--- src/rtl/fetch_unit.sv ---
// Instruction fetch stage for the 5-stage MIPS pipeline.
// Owns the 12-bit PC, issues instruction-memory reads over a request/ready
// handshake and loads the fetch/decode pipeline register, inserting zero
// bubbles while memory is slow or after a branch/jump redirect.
//
// Optional feature: define FETCH_BUBBLE_COUNT_EN to add a saturating 16-bit
// bubble_count output that counts every bubble loaded into the outputs.
module fetch_unit #(
    parameter logic [11:0] RESET_PC = 12'h000,
    parameter int unsigned PC_STEP  = 4
) (
    input  logic        clock,
    input  logic        reset,
    input  logic        stall,
    input  logic        redirect_enable,
    input  logic [11:0] redirect_address,
    output logic        imem_read_request,
    output logic [11:0] imem_address,
    input  logic        imem_ready,
    input  logic [31:0] imem_data,
    output logic [11:0] fetch_pc_address,
    output logic [31:0] fetch_instruction,
    output logic        fetch_valid
`ifdef FETCH_BUBBLE_COUNT_EN
    ,
    output logic [15:0] bubble_count
`endif
);

    localparam logic [11:0] STEP = 12'(PC_STEP);

    // StFetch: request outstanding, waiting for ready.
    // StHold:  word captured while decode stalled, request dropped.
    // StDrain: redirect arrived mid-request; wait out the old request.
    typedef enum logic [1:0] {
        StFetch = 2'd0,
        StHold  = 2'd1,
        StDrain = 2'd2
    } state_e;

    state_e      state_q, state_d;
    logic [11:0] pc_q, pc_d;
    logic [11:0] req_addr_q, req_addr_d;
    logic [31:0] pending_q, pending_d;
    logic [11:0] out_pc_q, out_pc_d;
    logic [31:0] out_instr_q, out_instr_d;
    logic        out_valid_q, out_valid_d;
    logic        out_load;

    logic [11:0] pc_next;
    logic [11:0] redirect_target;
    logic        unused_redirect_low;

    assign pc_next         = pc_q + STEP;
    assign redirect_target = {redirect_address[11:2], 2'b00};
    // Low address bits are forced to zero; keep them visibly consumed.
    assign unused_redirect_low = ^redirect_address[1:0];

    // State register
    always_ff @(posedge clock or posedge reset) begin
        if (reset) begin
            state_q <= StFetch;
        end else begin
            state_q <= state_d;
        end
    end

    // Next-state logic; redirect takes priority over stall
    always_comb begin
        state_d = state_q;
        case (state_q)
            StFetch: begin
                if (redirect_enable) begin
                    state_d = imem_ready ? StFetch : StDrain;
                end else if (imem_ready && stall) begin
                    state_d = StHold;
                end
            end
            StHold: begin
                if (redirect_enable || !stall) begin
                    state_d = StFetch;
                end
            end
            StDrain: begin
                // A request is never withdrawn: leave only once it completes
                if (imem_ready) begin
                    state_d = StFetch;
                end
            end
            default: state_d = StFetch;
        endcase
    end

    // Request decode; held low while reset is asserted
    always_comb begin
        imem_read_request = 1'b0;
        if (!reset) begin
            imem_read_request = (state_q == StFetch) || (state_q == StDrain);
        end
    end

    // Datapath next-state: PC, in-flight address, hold buffer, output register
    always_comb begin
        pc_d        = pc_q;
        req_addr_d  = req_addr_q;
        pending_d   = pending_q;
        out_load    = 1'b0;
        out_pc_d    = out_pc_q;
        out_instr_d = out_instr_q;
        out_valid_d = out_valid_q;

        if (redirect_enable) begin
            pc_d        = redirect_target;
            out_load    = 1'b1;
            out_instr_d = '0;
            out_valid_d = 1'b0;
            case (state_q)
                StFetch, StDrain: begin
                    // Completed response is dropped; otherwise the old
                    // request keeps its address until it finishes.
                    if (imem_ready) begin
                        req_addr_d = redirect_target;
                    end
                end
                StHold: req_addr_d = redirect_target;
                default: ;
            endcase
        end else begin
            case (state_q)
                StFetch: begin
                    if (imem_ready && !stall) begin
                        out_load    = 1'b1;
                        out_pc_d    = req_addr_q;
                        out_instr_d = imem_data;
                        out_valid_d = 1'b1;
                        pc_d        = pc_next;
                        req_addr_d  = pc_next;
                    end else if (imem_ready) begin
                        pending_d = imem_data;
                    end else if (!stall) begin
                        out_load    = 1'b1;
                        out_instr_d = '0;
                        out_valid_d = 1'b0;
                    end
                end
                StHold: begin
                    if (!stall) begin
                        out_load    = 1'b1;
                        out_pc_d    = req_addr_q;
                        out_instr_d = pending_q;
                        out_valid_d = 1'b1;
                        pc_d        = pc_next;
                        req_addr_d  = pc_next;
                    end
                end
                StDrain: begin
                    // Discard the stale word and start fetching the target
                    if (imem_ready) begin
                        req_addr_d = pc_q;
                    end
                    if (!stall) begin
                        out_load    = 1'b1;
                        out_instr_d = '0;
                        out_valid_d = 1'b0;
                    end
                end
                default: ;
            endcase
        end
    end

    // PC, request address and hold buffer
    always_ff @(posedge clock or posedge reset) begin
        if (reset) begin
            pc_q       <= RESET_PC;
            req_addr_q <= RESET_PC;
            pending_q  <= '0;
        end else begin
            pc_q       <= pc_d;
            req_addr_q <= req_addr_d;
            pending_q  <= pending_d;
        end
    end

    // Fetch/decode output register; held whenever nothing is loaded
    always_ff @(posedge clock or posedge reset) begin
        if (reset) begin
            out_pc_q    <= '0;
            out_instr_q <= '0;
            out_valid_q <= 1'b0;
        end else if (out_load) begin
            out_pc_q    <= out_pc_d;
            out_instr_q <= out_instr_d;
            out_valid_q <= out_valid_d;
        end
    end

    assign imem_address      = req_addr_q;
    assign fetch_pc_address  = out_pc_q;
    assign fetch_instruction = out_instr_q;
    assign fetch_valid       = out_valid_q;

`ifdef FETCH_BUBBLE_COUNT_EN
    logic [15:0] bubble_count_q;

    // Count each bubble load into the outputs, saturating at all-ones
    always_ff @(posedge clock or posedge reset) begin
        if (reset) begin
            bubble_count_q <= '0;
        end else if (out_load && !out_valid_d && (bubble_count_q != 16'hFFFF)) begin
            bubble_count_q <= bubble_count_q + 16'd1;
        end
    end

    assign bubble_count = bubble_count_q;
`endif

endmodule

--- config.mk ---
export PLATFORM = sky130hd
export DESIGN_NAME = fetch_unit
export DESIGN_NICKNAME = d
export VERILOG_FILES = /design/src/rtl/fetch_unit.sv
export SDC_FILE = /design/constraint.sdc
export NUM_CORES = 1
export LEC_CHECK = 0
export CAP_MARGIN = 5
export CORE_ASPECT_RATIO = 1.5
export CORE_MARGIN = 3
export CORE_UTILIZATION = 46
export CTS_CLUSTER_SIZE = 20
export DETAILED_ROUTE_END_ITERATION = 8
export MAX_ROUTING_LAYER = met4
export PLACE_DENSITY = 0.87
export SLEW_MARGIN = 20
export SYNTH_ARGS = -nofsm -noshare
export SYNTH_HDL_FRONTEND = slang
export SYNTH_SLANG_ARGS = --single-unit
--- constraint.sdc ---
create_clock -name clock -period 3.2 [get_ports clock]
set_input_delay 0.64 -clock clock [delete_from_list [all_inputs] [get_ports clock]]
set_output_delay 0.64 -clock clock [all_outputs]
set_load 0.02 [all_outputs]
* Word-level counts from Yosys, hierarchy flattened
Cells that the tools add are included.
** Cells by class
- $add $sub $neg :: 1
- Eq/ne operators :: 13
- Multiplexer cells :: 36
- Bitwise logic cells :: 2
- Reductions and logical operators :: 17
** Operators by type and width (count)
- $mux W32 :: 5
- $mux W12 :: 8
- $pmux W32 S3 :: 1
- $pmux W12 S2 :: 3
- $pmux W12 S3 :: 1
- $add A12 B3 Y12 const B :: 1
- $ne A3 B3 Y1 const B :: 4
- $mux W1 :: 10
- $mux W2 :: 5
- $reduce_and A4 Y1 :: 2
- $ne A2 B2 Y1 const B :: 3
- $pmux W2 S3 :: 1
- $reduce_and A3 Y1 :: 2
- $reduce_and A6 Y1 :: 1
- $reduce_and A5 Y1 :: 1
- $ne A4 B3 Y1 const B :: 1
- $reduce_bool A4 Y1 :: 1
- $reduce_or A2 Y1 :: 2
- $ne A3 B1 Y1 const B :: 1
- $ne A3 B2 Y1 const B :: 1
- $pmux W1 S3 :: 1
- $reduce_bool A3 Y1 :: 1
- $eq A2 B1 Y1 const B :: 1
- $eq A2 B2 Y1 const B :: 1
- other kinds (8) :: 11
** Storage, ports and cells
- Flip-flop bits (word level) :: 103
- Bits of input ports :: 49
- Output and inout bits :: 58

* Logic depth before layout (Yosys ltp)
- Depth after elaboration :: 6
- Depth in mapped cells :: 9
- Mapped depth without buffers :: 6

* Worst setup path before layout
No wires, ideal clock.
- Path kind :: reg2reg
- Start point :: reg state_q[0]
- End point :: reg req_addr_q[9] (netlist: imem_address[9])
- Arrival time :: 1801 ps
- Slack :: 1274 ps
- Cell stages (with the launch flop) :: 8
- Clock period less this slack :: 1926 ps
- Cells stage by stage :: dfrtp_1 > inv_1 > ha_1 > buf_6 > or3_4 > a32oi_4 > nor2_4 > mux2_4
** Between the ends
- Cells in the longest elaborated chain, start to end :: 4
** RTL lines
- start: declaration :: line 41 : state_e state_q, state_d;
- start signal: assignment :: line 62 : state_q <= StFetch;
- start signal: assignment :: line 64 : state_q <= state_d;
- $eq A2 B2 Y1 or $logic_not A2 Y1 (tied branches) :: line 117, 129
- $reduce_or A2 Y1 :: line 117 : case (state_q)
- $ne A3 B1 Y1 (no source line) (tied with other cells)
- $reduce_and A6 Y1 (no source line) or $mux W12 (tied branches)
- end signal: assignment :: line 180 : req_addr_q <= req_addr_d;
- end: declaration :: line 43 : logic [11:0] req_addr_q, req_addr_d;
Several ways; a longest one is shown, not always the timed one.
A chain may end at the register's enable or synchronous reset.

* Final worst setup path
- Start point :: reg state_q[1]
- End point :: out imem_read_request
** Between the ends
- Cells in the longest elaborated chain, start to end :: 3
** RTL lines
- $eq A2 B2 Y1 or $logic_not A2 Y1 (tied branches) :: line 98 : imem_read_request = (state_q == StFetch) || (state_q == StDrain);
- $logic_or A1 B1 Y1 * :: line 98
- $mux W1 * :: line 97 : if (!reset) begin
- end: declaration :: line 17 : output logic imem_read_request,
Mark *: on every way between the ends. The rest lies on a longest branch, timed or not.

==> results.json <==
{
  "power_mw": 5.63,
  "hold_viol_final": 0,
  "grt_pass1_vias": 3928,
  "grtUsageTotal_pct": 21.5,
  "power_frac_seq_pct": 36.4,
  "synth-edff-count": 0,
  "start_kind": "flip-flop",
  "final_nets": 554,
  "grt-ovfl-total": 0,
  "via_per_inst": 5.90,
  "drc": 0,
  "finalWirelength_mm": 11.4,
  "period_share_pct": 85.0,
  "end_kind": "output pin",
  "rows": 44,
  "ys_warn_count": 0,
  "wl_per_cell_um": 18.4,
  "fin_setup_tns_ns": 0,
  "rrSetupSlack_ns": 0.82,
  "powerDensity_nw_per_um2": 918,
  "crit_fanout": 9,
  "first_pass_iters": 5,
  "cts_setup_buffers": 0,
  "cts_max_level": 3,
  "die_y_um": 130,
  "initial_core_util_pct": 47.9,
  "die_w_um": 88.5,
  "final_cells": 619,
  "clock_latency_ns": 0.34,
  "netSwitchingPower_mw": 2.07,
  "place_inst": 603,
  "diodes": 0,
  "synth_cell_types": 54,
  "cts-resized-gates": 0,
  "clk_pin_slew_worst_paths_ns": 0.07,
  "critPathRequiredTime_ns": 2.56,
  "netlist_top_cells_count": "dfrtp_1, mux2_2, nor2_1, nor3_1, a221oi_1",
  "synth.top_cell.area_share_pct": 52.8,
  "place_congestion": 0.849,
  "clock_sinks": 99,
  "ant_nets": 0,
  "portBuffers": 104,
  "antenna_found_initial": 0,
  "yosysSeqAreaShare_pct": 52.8,
  "grt_max_degree": 46,
  "status": "finished clean",
  "fmax_ghz": 0.368,
  "p_comb_share_pct": 43.9,
  "ctsHoldBuffers": 0,
  "slew_headroom_pct": 54.4,
  "cts_root_buf": "clkbuf_16",
  "yosys_most_used_dff": "dfrtp_1",
  "core_area_um2": 9800,
  "clkPwrFrac_pct": 19.7,
  "worst_pin_slew_ns": 0.683,
  "fin_crit_ns": 2.72,
  "synth_top_cell_by_area": "dfrtp_1",
  "synth_cells": 407,
  "crit_type": "reg2out",
  "syn_avg_cell_area_um2": 11.5,
  "drive_gt1_share_pct": 17.3,
  "drv_cap": 0,
  "io_pins": 107,
  "async_flop_share_pct": 100,
  "drt_iter0_drc": 218,
  "dieArea_um2": 11500,
  "setup_viol": 0,
  "numCtsBuffers": 9,
  "syn_nets": 462,
  "syn-cell-area_um2": 4690,
  "grt_pass1_wl_mm": 18.8,
  "vdd_drop_max_uv": 422,
  "ys_ff_latch": 99,
  "cp.arrival_ns": 2.08,
  "synth_most_common_cell": "dfrtp_1",
  "dp.final_hpwl_mm": 7.94,
  "p_int_mw": 3.56,
  "clk_path_buf_depth": 2,
  "area_growth_pct": 30.5,
  "fin_skew_ns": 0.00831,
  "synth.area.top_cells": "dfrtp_1, mux2_2, a221oi_1",
  "slew_violations": 0,
  "via_count": 3652,
  "min_path_type": "reg2reg",
  "power.leakage_nw": 2.51,
  "switching_share_pct": 36.8,
  "cts_tree": "yes",
  "final_util_pct": 62.5,
  "rsz0062_at_grt": "false"
}
## flip-flops by register name (all words and copies together) (netlist names)
register,flops
fetch_valid,1
fetch_pc_address,11
pending_q,32
imem_address,11
pc_q,10
state_q,2
fetch_instruction,32
## cells in the final DEF (no fill, tap or decap), types with 4 or more instances in the layout
cell	netlist	routed
ha_1	6	6
o21ai_0	15	15
nand2_1	7	7
mux2i_1	7	7
inv_1	6	5
clkdlybuf4s50_1	0	103
a221oi_1	32	32
dfrtp_1	99	99
buf_4	3	7
nand3_1	5	4
clkbuf_16	0	9
xnor2_1	10	10
nor2_1	47	47
mux2_2	47	47
nor3_1	39	39
## cell families after synthesis
logic type      after synthesis  synth area share, %
simple gates                127                 13.7
flops                        99                 52.8
compound gates               68                 11.9
mux                          56                 13.6
buf+inv                      38                 4.10
xor+xnor                     13                 2.43
fa+ha+maj                     6                 1.60
## worst max-delay path: stages, from the launching register on
cell and delay [ns]:
dfrtp_1 0.42, inv_1 0.13, ha_1 0.39, nor2_1 0.10, nor2_1 0.10, clkdlybuf4s50_1 0.61
## per-layer routing
metal	track usage, %	part of all wire [%]
met1	24.7	39
met2	36.2	53
met3	4.11	5.0
met4	9.79	2.6
met5	-	0
## cell type report
cell class,instances,area (um^2)
fill,772,3670
sequential,99,2480
multi-input combinational,270,2040
timing repair buffer,113,1130
clock buffer,10,239
tap,115,144
clock inverter,6,70.1
inverter,6,26.3
## per-stage QoR
step / worst slack, ns / cell area, um^2 / hold WS (ns)
after floorplan: 1.27 / 4700 / 0.479
after global placement: 0.592 / 5820 / 0.486
after detailed placement: 0.548 / 5820 / 0.494
after CTS: 0.445 / 6130 / 0.508
after global routing: 0.340 / 6130 / 0.528
final: 0.480 / 6130 / 0.506
## power groups by stage
stage               combinational, mW  sequential, mW  clock [mW]
floorplan                        1.29            2.31           0
global placement                 2.40            2.03           0
detailed placement               2.48            2.06           0
CTS                              2.49            2.04        1.13
global route                     2.68            2.11        1.19
finish                           2.47            2.05        1.11
## path summary, 6_finish.rpt
kind                       cells after the start           startpoint                   to
setup / recovery                               5           state_q[1]    imem_read_request
hold / removal                                 1  fetch_pc_address[7]  fetch_pc_address[7]
setup reg to reg                               6           state_q[1]         pending_q[0]
hold reg to reg                                1  fetch_pc_address[7]  fetch_pc_address[7]
max in group asynchronous                      3                reset         pending_q[1]
min in group asynchronous                      2                reset  fetch_pc_address[2]
Power figures use the tool's default switching activity.
